[src/rtl/icache_refill_bridge_if.sv]
// AXI4 read-only channel bundle (AR + R) between the icache refill bridge and memory.
interface icache_refill_bridge_if;
  logic        ArValid;
  logic        ArReady;
  logic [31:0] ArAddr;
  logic [7:0]  ArLen;
  logic [2:0]  ArSize;
  logic [1:0]  ArBurst;
  logic [3:0]  ArId;
  logic        RValid;
  logic        RReady;
  logic [31:0] RData;
  logic [1:0]  RResp;
  logic        RLast;

  modport master (
    output ArValid, ArAddr, ArLen, ArSize, ArBurst, ArId, RReady,
    input  ArReady, RValid, RData, RResp, RLast
  );

  modport slave (
    input  ArValid, ArAddr, ArLen, ArSize, ArBurst, ArId, RReady,
    output ArReady, RValid, RData, RResp, RLast
  );
endinterface

[src/rtl/icache_refill_bridge.sv]
// ICache refill responder: one AXI4 read burst per refill, beats returned one cycle after acceptance.
// Define REFILL_WRAP_EN to issue WRAP bursts; otherwise every refill is an aligned INCR burst.
module icache_refill_bridge #(
  parameter logic [3:0] AXIID = 4'd0
) (
  input  logic        Clk,
  input  logic        Rest,
  input  logic        ReadMAble,
  input  logic [31:0] ReadMAddr,
  input  logic [7:0]  ReadMlen,
  input  logic [2:0]  ReadMsize,
  input  logic [1:0]  ReadMBurstTy,
  input  logic        RefillFlush,
  output logic        RefillBusy,
  output logic        MemoryAble,
  output logic        MemoryBrustAble,
  output logic [31:0] MemoryAddr,
  output logic [31:0] MemoryDate,
  output logic        RefillErr,
  output logic [1:0]  dbg_state_o,
  icache_refill_bridge_if.master axi
);

  localparam logic [1:0] BURST_INCR = 2'b01;
  localparam logic [1:0] BURST_WRAP = 2'b10;

  typedef enum logic [1:0] {
    S_IDLE = 2'd0,
    S_ADDR = 2'd1,
    S_DATA = 2'd2,
    S_DONE = 2'd3
  } state_e;

  state_e      state_q, state_d;
  logic [31:0] ar_addr_q, ar_addr_d;
  logic [31:0] beat_addr_q, beat_addr_d;
  logic [7:0]  len_q, len_d;
  logic [7:0]  cnt_q, cnt_d;
  logic [2:0]  size_q, size_d;
  logic [1:0]  burst_q, burst_d;
  logic        discard_q, discard_d;
  logic        err_q, err_d;
  logic        mem_able_q, mem_able_d;
  logic        mem_last_q, mem_last_d;
  logic [31:0] mem_addr_q, mem_addr_d;
  logic [31:0] mem_data_q, mem_data_d;

  logic        capture, beat, last_beat, burst_ok, deliver;
  logic [2:0]  req_size;
  logic [1:0]  req_burst;
  logic [31:0] req_addr, step, next_addr;

  // Handshakes follow AXI valid/ready: a transfer happens on an edge where both are high.
  // ArValid and its fields hold steady in ADDR until ArReady; RReady is high for all of DATA.
  assign capture   = (state_q == S_IDLE) && ReadMAble;
  assign beat      = (state_q == S_DATA) && axi.RValid;
  assign last_beat = (cnt_q == len_q);
  assign burst_ok  = (ReadMBurstTy == BURST_INCR) || (ReadMBurstTy == BURST_WRAP);
  assign req_size  = (ReadMsize > 3'd2) ? 3'd2 : ReadMsize;
  assign step      = 32'd1 << size_q;
  assign deliver   = beat && !discard_q && !RefillFlush;

`ifdef REFILL_WRAP_EN
  logic [31:0] wrap_mask;
  assign wrap_mask = ((32'({24'd0, len_q}) + 32'd1) << size_q) - 32'd1;
  assign req_burst = burst_ok ? ReadMBurstTy : BURST_INCR;
  assign req_addr  = ReadMAddr;
  assign next_addr = (burst_q == BURST_WRAP)
                   ? ((beat_addr_q & ~wrap_mask) | ((beat_addr_q + step) & wrap_mask))
                   : (beat_addr_q + step);
`else
  logic [31:0] req_mask;
  // Without WRAP support the burst starts at the naturally aligned block holding the request.
  assign req_mask  = ((32'({24'd0, ReadMlen}) + 32'd1) << req_size) - 32'd1;
  assign req_burst = BURST_INCR;
  assign req_addr  = ReadMAddr & ~req_mask;
  assign next_addr = beat_addr_q + step;
`endif

  always_ff @(posedge Clk) begin
    if (!Rest) state_q <= S_IDLE;
    else       state_q <= state_d;
  end

  always_comb begin
    state_d = state_q;
    case (state_q)
      S_IDLE:  if (ReadMAble) state_d = S_ADDR;
      S_ADDR:  if (axi.ArReady) state_d = S_DATA;
      S_DATA:  if (beat && last_beat) state_d = S_DONE;
      S_DONE:  state_d = S_IDLE;
      default: state_d = S_IDLE;
    endcase
  end

  always_comb begin
    axi.ArValid = (state_q == S_ADDR);
    axi.RReady  = (state_q == S_DATA);
    RefillBusy  = (state_q != S_IDLE);
  end

  always_comb begin
    ar_addr_d   = ar_addr_q;
    beat_addr_d = beat_addr_q;
    len_d       = len_q;
    size_d      = size_q;
    burst_d     = burst_q;
    cnt_d       = cnt_q;
    err_d       = err_q;
    mem_able_d  = 1'b0;
    mem_last_d  = 1'b0;
    mem_addr_d  = mem_addr_q;
    mem_data_d  = mem_data_q;
    discard_d   = discard_q;
    if (capture) begin
      ar_addr_d   = req_addr;
      beat_addr_d = req_addr;
      len_d       = ReadMlen;
      size_d      = req_size;
      burst_d     = req_burst;
      cnt_d       = 8'd0;
      if ((ReadMsize > 3'd2) || !burst_ok) err_d = 1'b1;
    end
    if (beat) begin
      cnt_d       = cnt_q + 8'd1;
      beat_addr_d = next_addr;
      mem_addr_d  = beat_addr_q;
      mem_data_d  = axi.RData;
      mem_able_d  = deliver;
      mem_last_d  = deliver && last_beat;
      // Length comes from the request; RLast is only cross-checked.
      if ((axi.RResp != 2'b00) || (axi.RLast != last_beat)) err_d = 1'b1;
    end
    if (state_d == S_IDLE)                       discard_d = 1'b0;
    else if ((state_q != S_IDLE) && RefillFlush) discard_d = 1'b1;
  end

  always_ff @(posedge Clk) begin
    if (!Rest) begin
      ar_addr_q   <= 32'd0;
      beat_addr_q <= 32'd0;
      len_q       <= 8'd0;
      size_q      <= 3'd0;
      burst_q     <= 2'd0;
      cnt_q       <= 8'd0;
      err_q       <= 1'b0;
      mem_able_q  <= 1'b0;
      mem_last_q  <= 1'b0;
      mem_addr_q  <= 32'd0;
      mem_data_q  <= 32'd0;
      discard_q   <= 1'b0;
    end else begin
      ar_addr_q   <= ar_addr_d;
      beat_addr_q <= beat_addr_d;
      len_q       <= len_d;
      size_q      <= size_d;
      burst_q     <= burst_d;
      cnt_q       <= cnt_d;
      err_q       <= err_d;
      mem_able_q  <= mem_able_d;
      mem_last_q  <= mem_last_d;
      mem_addr_q  <= mem_addr_d;
      mem_data_q  <= mem_data_d;
      discard_q   <= discard_d;
    end
  end

  assign axi.ArAddr      = ar_addr_q;
  assign axi.ArLen       = len_q;
  assign axi.ArSize      = size_q;
  assign axi.ArBurst     = burst_q;
  assign axi.ArId        = AXIID;
  assign MemoryAble      = mem_able_q;
  assign MemoryBrustAble = mem_last_q;
  assign MemoryAddr      = mem_addr_q;
  assign MemoryDate      = mem_data_q;
  assign RefillErr       = err_q;
  assign dbg_state_o     = state_q;

endmodule

[src/flat_wrapper.sv]
// flat-port wrapper written by rule: the top's interface ports become plain ports
module icache_refill_bridge_flat 
#(
  parameter logic [3:0] AXIID = 4'd0
)
  (Clk, Rest, ReadMAble, ReadMAddr, ReadMlen, ReadMsize, ReadMBurstTy, RefillFlush, RefillBusy, MemoryAble, MemoryBrustAble, MemoryAddr, MemoryDate, RefillErr, dbg_state_o, axi_ArValid, axi_ArAddr, axi_ArLen, axi_ArSize, axi_ArBurst, axi_ArId, axi_RReady, axi_ArReady, axi_RValid, axi_RData, axi_RResp, axi_RLast);
  icache_refill_bridge_if axi_i ();
  input  logic Clk;
  input  logic Rest;
  input  logic ReadMAble;
  input  logic [31:0] ReadMAddr;
  input  logic [7:0] ReadMlen;
  input  logic [2:0] ReadMsize;
  input  logic [1:0] ReadMBurstTy;
  input  logic RefillFlush;
  output logic RefillBusy;
  output logic MemoryAble;
  output logic MemoryBrustAble;
  output logic [31:0] MemoryAddr;
  output logic [31:0] MemoryDate;
  output logic RefillErr;
  output logic [1:0] dbg_state_o;
  output wire logic [$bits(axi_i.ArValid)-1:0] axi_ArValid;
  output wire logic [$bits(axi_i.ArAddr)-1:0] axi_ArAddr;
  output wire logic [$bits(axi_i.ArLen)-1:0] axi_ArLen;
  output wire logic [$bits(axi_i.ArSize)-1:0] axi_ArSize;
  output wire logic [$bits(axi_i.ArBurst)-1:0] axi_ArBurst;
  output wire logic [$bits(axi_i.ArId)-1:0] axi_ArId;
  output wire logic [$bits(axi_i.RReady)-1:0] axi_RReady;
  input wire logic [$bits(axi_i.ArReady)-1:0] axi_ArReady;
  input wire logic [$bits(axi_i.RValid)-1:0] axi_RValid;
  input wire logic [$bits(axi_i.RData)-1:0] axi_RData;
  input wire logic [$bits(axi_i.RResp)-1:0] axi_RResp;
  input wire logic [$bits(axi_i.RLast)-1:0] axi_RLast;
  assign axi_ArValid = axi_i.ArValid;
  assign axi_ArAddr = axi_i.ArAddr;
  assign axi_ArLen = axi_i.ArLen;
  assign axi_ArSize = axi_i.ArSize;
  assign axi_ArBurst = axi_i.ArBurst;
  assign axi_ArId = axi_i.ArId;
  assign axi_RReady = axi_i.RReady;
  assign axi_i.ArReady = axi_ArReady;
  assign axi_i.RValid = axi_RValid;
  assign axi_i.RData = axi_RData;
  assign axi_i.RResp = axi_RResp;
  assign axi_i.RLast = axi_RLast;
  icache_refill_bridge #(.AXIID(AXIID)) u_core (.Clk(Clk), .Rest(Rest), .ReadMAble(ReadMAble), .ReadMAddr(ReadMAddr), .ReadMlen(ReadMlen), .ReadMsize(ReadMsize), .ReadMBurstTy(ReadMBurstTy), .RefillFlush(RefillFlush), .RefillBusy(RefillBusy), .MemoryAble(MemoryAble), .MemoryBrustAble(MemoryBrustAble), .MemoryAddr(MemoryAddr), .MemoryDate(MemoryDate), .RefillErr(RefillErr), .dbg_state_o(dbg_state_o), .axi(axi_i));
endmodule
[config.mk]
export PLATFORM = sky130hd
export DESIGN_NAME = icache_refill_bridge_flat
export DESIGN_NICKNAME = d
export VERILOG_FILES = /design/src/rtl/icache_refill_bridge_if.sv /design/src/rtl/icache_refill_bridge.sv /design/src/flat_wrapper.sv
export SDC_FILE = /design/constraint.sdc
export NUM_CORES = 1
export LEC_CHECK = 0
export BUFFER_PORTS_ARGS = -buffer_cell sky130_fd_sc_hd__buf_2
export CAP_MARGIN = 20
export CORE_MARGIN = 4
export CORE_UTILIZATION = 40
export DETAILED_ROUTE_END_ITERATION = 8
export PLACE_DENSITY = 0.62
export SLEW_MARGIN = 20
export SYNTH_ARGS = -nofsm -noshare
export SYNTH_HDL_FRONTEND = slang
export SYNTH_SLANG_ARGS = --single-unit
[constraint.sdc]
create_clock -name Clk -period 3.9 [get_ports Clk]
set_input_delay 0.78 -clock Clk [delete_from_list [all_inputs] [get_ports Clk]]
set_output_delay 0.78 -clock Clk [all_outputs]
set_load 0.005 [all_outputs]
[Yosys cells after proc, flatten, opt, wreduce, memory -nomap -nowiden]
Cells that the tools add are included.
Word-level totals
  flip-flop bits (word level): 154
  input bits: 86
  output and inout port bits: 121
  word-level logic and storage cells: 63
Operators by class
  $add $sub $neg: 4
  $lt $le $gt $ge: 1
  equal/unequal tests: 7
  shift-type cells: 2
  muxes and demuxes: 13
  bitwise operators: 3
  reductions and logical operators: 20
Operators by type and width (number)
  2-to-1 mux 32 bit: 2
  adder 32 bit: 1
  AND 32 bit: 1
  NOT 32 bit: 1
  << shifter 1 x 3 -> 32 bit, first input constant: 1
  << shifter 32 x 3 -> 32 bit: 1
  subtractor 32 x 1 -> 32 bit, second input constant: 1
  2-to-1 mux 8 bit: 2
  adder 8 x 1 -> 9 bit, second input constant: 1
  adder 8 x 1 -> 8 bit, second input constant: 1
  == test 8 bit: 1
  one-hot mux 2 bit (4 select lines): 1
  logical AND 1 bit: 7
  == test 2 bit, second input constant: 3
  2-to-1 mux 2 bit: 3
  nonzero test 2 bit: 3
  == test 2 x 1 -> 1 bit, second input constant: 2
  logical NOT 2 bit: 2
  2-to-1 mux 1 bit: 4
  > comparator 3 x 2 -> 1 bit, second input constant: 1
  logical NOT 1 bit: 3
  logical OR 1 bit: 3
  2-to-1 mux 3 bit: 1
  AND reduction 2 bit: 1
  3 further kinds: 3

[Depth between registers and ports, before layout]
Gate-level depths: netlist of the first run.
  word-level depth: 8
  mapped depth: 12
  gate-level depth less buffers: 11

[Least setup slack after synthesis of the first run]
No wires, ideal clock.
  path kind: reg-to-reg
  start point: register u_core.size_q[0] (netlist: u_core.axi.ArSize[0])
  end point: register u_core.beat_addr_q[14]
  data arrival time: 3159 ps
  data required time: 3830 ps
  path slack: 672 ps
  stages on the path, launching flop included: 11
  buffers on the path: 1
  period minus slack after synthesis: 3228 ps
  cell sequence: dfxtp_1 clkbuf_1 or3b_2 fa_1 nor2b_1 o2111ai_1 a31oi_1 nand2_1 o31a_1 or4_1 a21oi_1
On the way
  longest elaborated chain between the ends: 3
RTL lines
  from (decl): RTL line icache_refill_bridge.sv:39  | logic [2:0] size_q, size_d;
  from (signal assigned): RTL line icache_refill_bridge.sv:156  | size_q <= size_d;
  << shifter 1 x 3 -> 32 bit: RTL line icache_refill_bridge.sv:60  | assign step = 32'd1 << size_q;
  adder 32 bit: RTL line icache_refill_bridge.sv:77  | assign next_addr = beat_addr_q + step;
  2-to-1 mux 32 bit: RTL line icache_refill_bridge.sv:124  | if (beat) begin
  to (signal assigned): RTL line icache_refill_bridge.sv:154  | beat_addr_q <= beat_addr_d;
  to (decl): RTL line icache_refill_bridge.sv:36  | logic [31:0] beat_addr_q, beat_addr_d;
Every way passes these cells.
A chain may end at the register's enable or synchronous reset.

[Worst setup path after layout of the first run]
  start point: input ReadMlen[0]
  end point: register u_core.beat_addr_q[26]
On the way
  longest elaborated chain between the ends: 7
RTL lines
  from (decl): RTL line flat_wrapper.sv:12  | input logic [7:0] ReadMlen;
  adder 8 x 1 -> 9 bit: RTL line icache_refill_bridge.sv:74  | assign req_mask = ((32'({24'd0, ReadMlen}) + 32'd1) << req_size) - 32'd1;
  << shifter 32 x 3 -> 32 bit: RTL line icache_refill_bridge.sv:74
  subtractor 32 x 1 -> 32 bit: RTL line icache_refill_bridge.sv:74
  NOT 32 bit: RTL line icache_refill_bridge.sv:76  | assign req_addr = ReadMAddr & ~req_mask;
  AND 32 bit: RTL line icache_refill_bridge.sv:76
  2-to-1 mux 32 bit: RTL line icache_refill_bridge.sv:115  | if (capture) begin
  2-to-1 mux 32 bit: RTL line icache_refill_bridge.sv:124
Every way passes these cells. The select of a mux whose other input is x is not followed.

==> run_results.csv, run 1 <==
group,metric,value,unit
detailed_routing,ant_nets,0,
synthesis,ys_warn_count,0,
final_layout,final_util,0.514,
power,ir_drop,0.321,mV
synthesis,ys_ff_latch,154,
synthesis,synthArstFlopShare,0,
placement,io_buffer_count,201,
final_layout,layout_commonest_cell,"nand2_1",
synthesis,netlist_instances,911,
synthesis,synth.avg_cell_area,7.93,sq um
power,netSwitchingPower,1060,uW
final_layout,antenna_cells,0,
timing,fin_skew,0.00936,ns
timing,period_share,0.821,
synthesis,synth_seq_area_share,0.427,
cts,cts_made_buffers,17,
critical_path,crit_type,"in -> reg",
detailed_routing,drc,0,
placement,place_ws,0.313,ns
timing,max_slew.worst_pin.slew,0.769,ns
final_layout,design_area,8980,sq um
power,combPwrFrac,0.117,
timing,period_needed,3.20,ns
timing,finalSetupViolCount,0,
cts,clockBufferDepth,2,
cts,clkLatencyLatePin,0.42,ns
cts,cts.sinks,154,
power,sequentialPowerShare,0.433,
global_routing,grt_overflow,0,
critical_path,cp_max_fo,13,
timing,max_freq,312,MHz
power,power.density,436,nW/um^2
placement,dpl-instance-area,8360,sq um
timing,hold_violations,0,
global_routing,grt_max_degree,70,
final_layout,layout.nets,1186,
detailed_routing,dr.pass1.iters,7,
worst_hold_path,hp-class,"reg -> reg",
power,p_leak,0.00378,uW
detailed_routing,via_per_inst,5.39,
cts,cts_hold_buffers,0,
final_layout,layout_common_cells,"209 x nand2_1, 201 x buf_2, 154 x dfxtp_1, 115 x a21oi_1, 48 x nor2_1",
synthesis,syn_area,7220,sq um
floorplanning,die-height,142,microns
detailed_routing,avgRoutedWirePerCell,16.9,microns
synthesis,synthFlopType,"dfxtp_1",
timing,maxSlewViolCount,0,
flow_run,drv_cap,0,
critical_path,critPathArrivalTime,3.51,ns
global_routing,antenna_found_initial,1,
floorplanning,design.die.area,20300,sq um
critical_path,setup.worst_path.start_class,"input port",
floorplanning,ios,207,
final_layout,drive_gt1_frac,0.239,
cts,tritoncts,"built",
critical_path,cp-end-kind,"flop",
cts,cts_resized,0,
cts,post_cts_buffers,0,
timing,slew-limit-headroom,0.486,
floorplanning,num_rows,48,
cts,cts-root-buf,"clkbuf_16",
power,swShare,0.270,
floorplanning,fp.coreArea,17500,sq um
floorplanning,initial_core_util,0.413,
cts,clkSlewWorstSetupHoldPaths,0.07,ns
synthesis,synth.distinct_cells,73,
timing,final.setup.tns,0,ns
global_routing,first_global_vias,6502,
status,status,"finished clean",
timing,setup_ws,0.697,ns
synthesis,synth-edff-count,0,
timing,rsz0062_at_grt,"false",
critical_path,cp.required,4.21,ns
cts,cts_max_level,4,
global_routing,grt_usage,0.216,
timing,whs,0.441,ns
power,pwr-share-clk,0.450,
power,internal_power,2860,uW
detailed_routing,routed_wl,22400,microns
final_layout,area_growth,24.4,%
placement,dp.final_hpwl,16500,microns
detailed_routing,drt-initial-drc-count,428,
floorplanning,die_x,142,microns
global_routing,grt_pass1_wl,35100,microns
detailed_routing,via_count,7136,
placement,place.gp.congestion,0.849,
-- flip-flops by register name (all words and copies together) (netlist names), 2 cells and up --
signal	flops
u_core.cnt_q	8
u_core.MemoryDate	32
u_core.dbg_state_o	2
u_core.axi.ArSize	3
u_core.beat_addr_q	32
u_core.MemoryAddr	32
u_core.axi.ArAddr	32
u_core.axi.ArLen	8
-- stage by stage --
stage	power, uW	instances
after floorplan	2000	915
after global placement	2190	1292
after detailed placement	2190	1292
final	3920	1324
after CTS	3960	1324
after global routing	4080	1324
-- kinds of logic after synthesis --
family / after synthesis / share of synthesized area
xor gates and xnor gates: 33 / 0.0411
muxes: 9 / 0.0128
and+or+nand+nor: 385 / 0.242
DFF: 154 / 0.427
adders and majority gates: 14 / 0.0253
buffers and inverters: 75 / 0.0452
AOI/OAI and AO/OA: 239 / 0.205
other: 2 / 0.00104
-- cell usage after synthesis, types with 5 or more instances --
library cell / number / area [sq um]
buf_1: 6 / 22.5
and4_1: 5 / 43.8
ha_1: 13 / 163
nand2_1: 210 / 788
clkbuf_1: 47 / 176
a211oi_1: 5 / 37.5
a21o_1: 5 / 37.5
nand4_1: 12 / 75.1
nor3b_1: 5 / 37.5
and3_1: 8 / 50.1
o22ai_1: 7 / 43.8
or3_1: 9 / 56.3
a22o_1: 22 / 193
xor2_1: 9 / 78.8
o211ai_1: 7 / 52.6
o21ai_0: 23 / 115
dfxtp_1: 154 / 3080
nand3_1: 36 / 180
buf_4: 5 / 37.5
inv_1: 9 / 33.8
and2_1: 7 / 43.8
nor3_1: 17 / 85.1
a31oi_1: 14 / 87.6
xnor2_1: 23 / 201
a21oi_1: 115 / 576
mux2i_1: 7 / 70.1
nor2_1: 48 / 180
nor4_1: 6 / 37.5
-- power groups by stage --
stage	Sequential, uW	Clock (uW)	Combinational (uW)
floorplan	1720	0	280
global placement	1730	0	456
detailed placement	1730	0	457
CTS	1700	1800	459
global route	1710	1870	509
finish	1700	1760	458
-- final cells by class --
type | count | area [sq um]
Fill cell | 1755 | 8490
Multi-Input combinational cell | 686 | 3830
Sequential cell | 154 | 3080
Timing Repair Buffer | 216 | 1120
Clock buffer | 18 | 429
Tap cell | 225 | 282
Clock inverter | 14 | 199
Inverter | 11 | 42.5
-- per-layer routing --
metal,up-vias,wire (microns),GRT usage
li1,3542,-,-
met1,3322,9870,0.287
met2,244,10600,0.355
met3,26,1530,0.0511
met4,2,354,0.0570
met5,-,8,0
-- final timing paths --
| kind | start | to | slack, ns | cells past startpoint |
|---|---|---|---|---|
| setup / recovery | ReadMlen[0] | u_core.beat_addr_q[26] | 0.70 | 9 |
| hold reg to reg | u_core.discard_q | u_core.MemoryAble | 0.44 | 1 |
| setup reg to reg | u_core.axi.ArSize[0] | u_core.beat_addr_q[14] | 0.72 | 12 |
| hold / removal | u_core.discard_q | u_core.MemoryAble | 0.44 | 1 |
-- worst max-delay path: stages --
cell and delay [ns]:
buf_2 0.21, ha_1 0.38, nand3_1 0.13, xor2_1 0.28, mux2i_1 0.20, a211oi_1 0.52, nand3_1 0.22, o31a_1 0.49
a22o_1 0.29
No activity file was read; power rests on OpenSTA's default activity.
==> run 2, diff against run 1 <==
clock period = 3.1 ns   (was 3.9 ns; I/O delays follow)
==> run_results.csv, run 2 (synthesis gave the netlist of run 1 again) <==
group,metric,value,unit
power,p_leak,0.00384,uW
cts,cts.sinks,154,
floorplanning,die_x,142,microns
detailed_routing,via_per_inst,5.36,
final_layout,antenna_cells,0,
placement,dp.final_hpwl,16400,microns
power,sequentialPowerShare,0.438,
final_layout,fillCellCount,1692,
cts,cts-root-buf,"clkbuf_16",
final_layout,regArea,3080,sq um
power,power.density,536,nW/um^2
final_layout,layout_common_cells,"209 x nand2_1, 201 x buf_2, 154 x dfxtp_1, 115 x a21oi_1, 48 x nor2_1",
global_routing,grt_overflow,0,
critical_path,crit_type,"reg -> reg",
placement,io_buffer_count,201,
critical_path,cp-end-kind,"flop",
floorplanning,num_rows,48,
placement,dp.cells,1307,
timing,fin_skew,0.0178,ns
floorplanning,ios,207,
final_layout,drive_gt1_frac,0.251,
global_routing,grt_pass1_wl,35300,microns
cts,tritoncts,"built",
timing,period_needed,2.89,ns
cts,clkSlewWorstSetupHoldPaths,0.07,ns
timing,hold_violations,0,
timing,setup_ws,0.208,ns
detailed_routing,ant_nets,0,
status,status,"finished clean",
flow_run,drv_cap,0,
global_routing,first_global_vias,6661,
floorplanning,fp.coreArea,17500,sq um
placement,place_ws,0.0412,ns
final_layout,layout.nets,1201,
power,internal_power,3600,uW
detailed_routing,routed_wl,22200,microns
detailed_routing,via_count,7163,
timing,max_freq,346,MHz
power,ir_drop,0.408,mV
final_layout,area_growth,26.0,%
critical_path,critPathArrivalTime,3.24,ns
placement,place.gp.congestion,0.850,
timing,finalSetupViolCount,0,
power,netSwitchingPower,1270,uW
power,combPwrFrac,0.120,
detailed_routing,avgRoutedWirePerCell,16.6,microns
detailed_routing,drt-initial-drc-count,422,
critical_path,setup.worst_path.start_class,"flop",
power,swShare,0.261,
final_layout,instances_no_fill,1337,
global_routing,antenna_found_initial,2,
detailed_routing,drc,0,
power,p_total,4880,uW
timing,maxSlewViolCount,0,
floorplanning,design.die.area,20300,sq um
critical_path,cp.required,3.45,ns
final_layout,multi_input_area,3840,sq um
floorplanning,initial_core_util,0.413,
global_routing,grt_usage,0.216,
worst_hold_path,hp-class,"in -> reg",
power,pwr-share-clk,0.441,
cts,clockBufferDepth,2,
floorplanning,die-height,142,microns
detailed_routing,dr.pass1.iters,5,
cts,cts_max_level,4,
global_routing,grt_max_degree,63,
timing,slew-limit-headroom,0.583,
cts,cts_made_buffers,17,
final_layout,layout_commonest_cell,"nand2_1",
cts,clkLatencyLatePin,0.43,ns
timing,period_share,0.933,
critical_path,cp_max_fo,3,
timing,max_slew.worst_pin.slew,0.623,ns
-- run 2: critical path, cell delays in order (launching register included) --
cell and delay [ns]:
dfxtp_1 0.34, or3b_2 0.48, fa_1 0.46, nor2b_1 0.21, o2111ai_2 0.17, a31oi_2 0.21, nand2_1 0.13, o31a_1 0.30
or4_1 0.40, a21oi_1 0.12
-- run 2: power by group through the flow --
stage                     clock [uW]  combinational, uW  sequential [uW]
after floorplan                    0                352             2160
after global placement             0                584             2180
after detailed placement           0                586             2180
after CTS                       2200                589             2130
after global routing            2270                654             2140
final                           2150                587             2140
-- run 2: layer usage --
layer | track usage | wire [microns] | vias to the layer above
li1 | - | - | 3560
met1 | 0.285 | 9760 | 3349
met2 | 0.355 | 10600 | 228
met3 | 0.0591 | 1590 | 22
met4 | 0.0480 | 259 | 4
met5 | 0 | 22 | -
-- run 2: cell type report --
| class | instances | share of cell area |
|---|---|---|
| clock inverters | 12 | 0.0184 |
| clock buffers | 18 | 0.0483 |
| well taps | 225 | 0.0309 |
| inverters | 11 | 0.00467 |
| multi-input cells | 686 | 0.422 |
| repair buffers | 231 | 0.137 |
| flip-flops and latches | 154 | 0.339 |
-- run 2: repair_timing --
| action | 4_1_cts | 5_1_grt |
|---|---|---|
| endpoints found under the setup margin | 0 | 4 |
| setup buffers | 0 | 0 |
| gates resized for setup | 0 | 1 |
| hold buffers | 0 | 0 |
-- run 2: worst paths after layout --
check,start,to,slack (ns),cells past startpoint
setup reg to reg,u_core.axi.ArSize[0],u_core.beat_addr_q[14],0.21,9
setup / recovery,u_core.axi.ArSize[0],u_core.beat_addr_q[14],0.21,9
hold reg to reg,u_core.discard_q,u_core.MemoryAble,0.44,1
hold / removal,RefillFlush,u_core.MemoryAble,0.40,2
-- run 2: per-stage QoR --
step / cell area (sq um) / util / hold WS [ns] / TNS [ns]
2_1_floorplan: 7240 / - / 0.407 / 0
3_3_place_gp: 8490 / 0.486 / 0.429 / 0
3_5_place_dp: 8490 / 0.486 / 0.431 / 0
4_1_cts: 9090 / 0.520 / 0.369 / 0
5_1_grt: 9100 / 0.521 / 0.378 / -0.00267
6_report: 9100 / 0.521 / 0.396 / 0
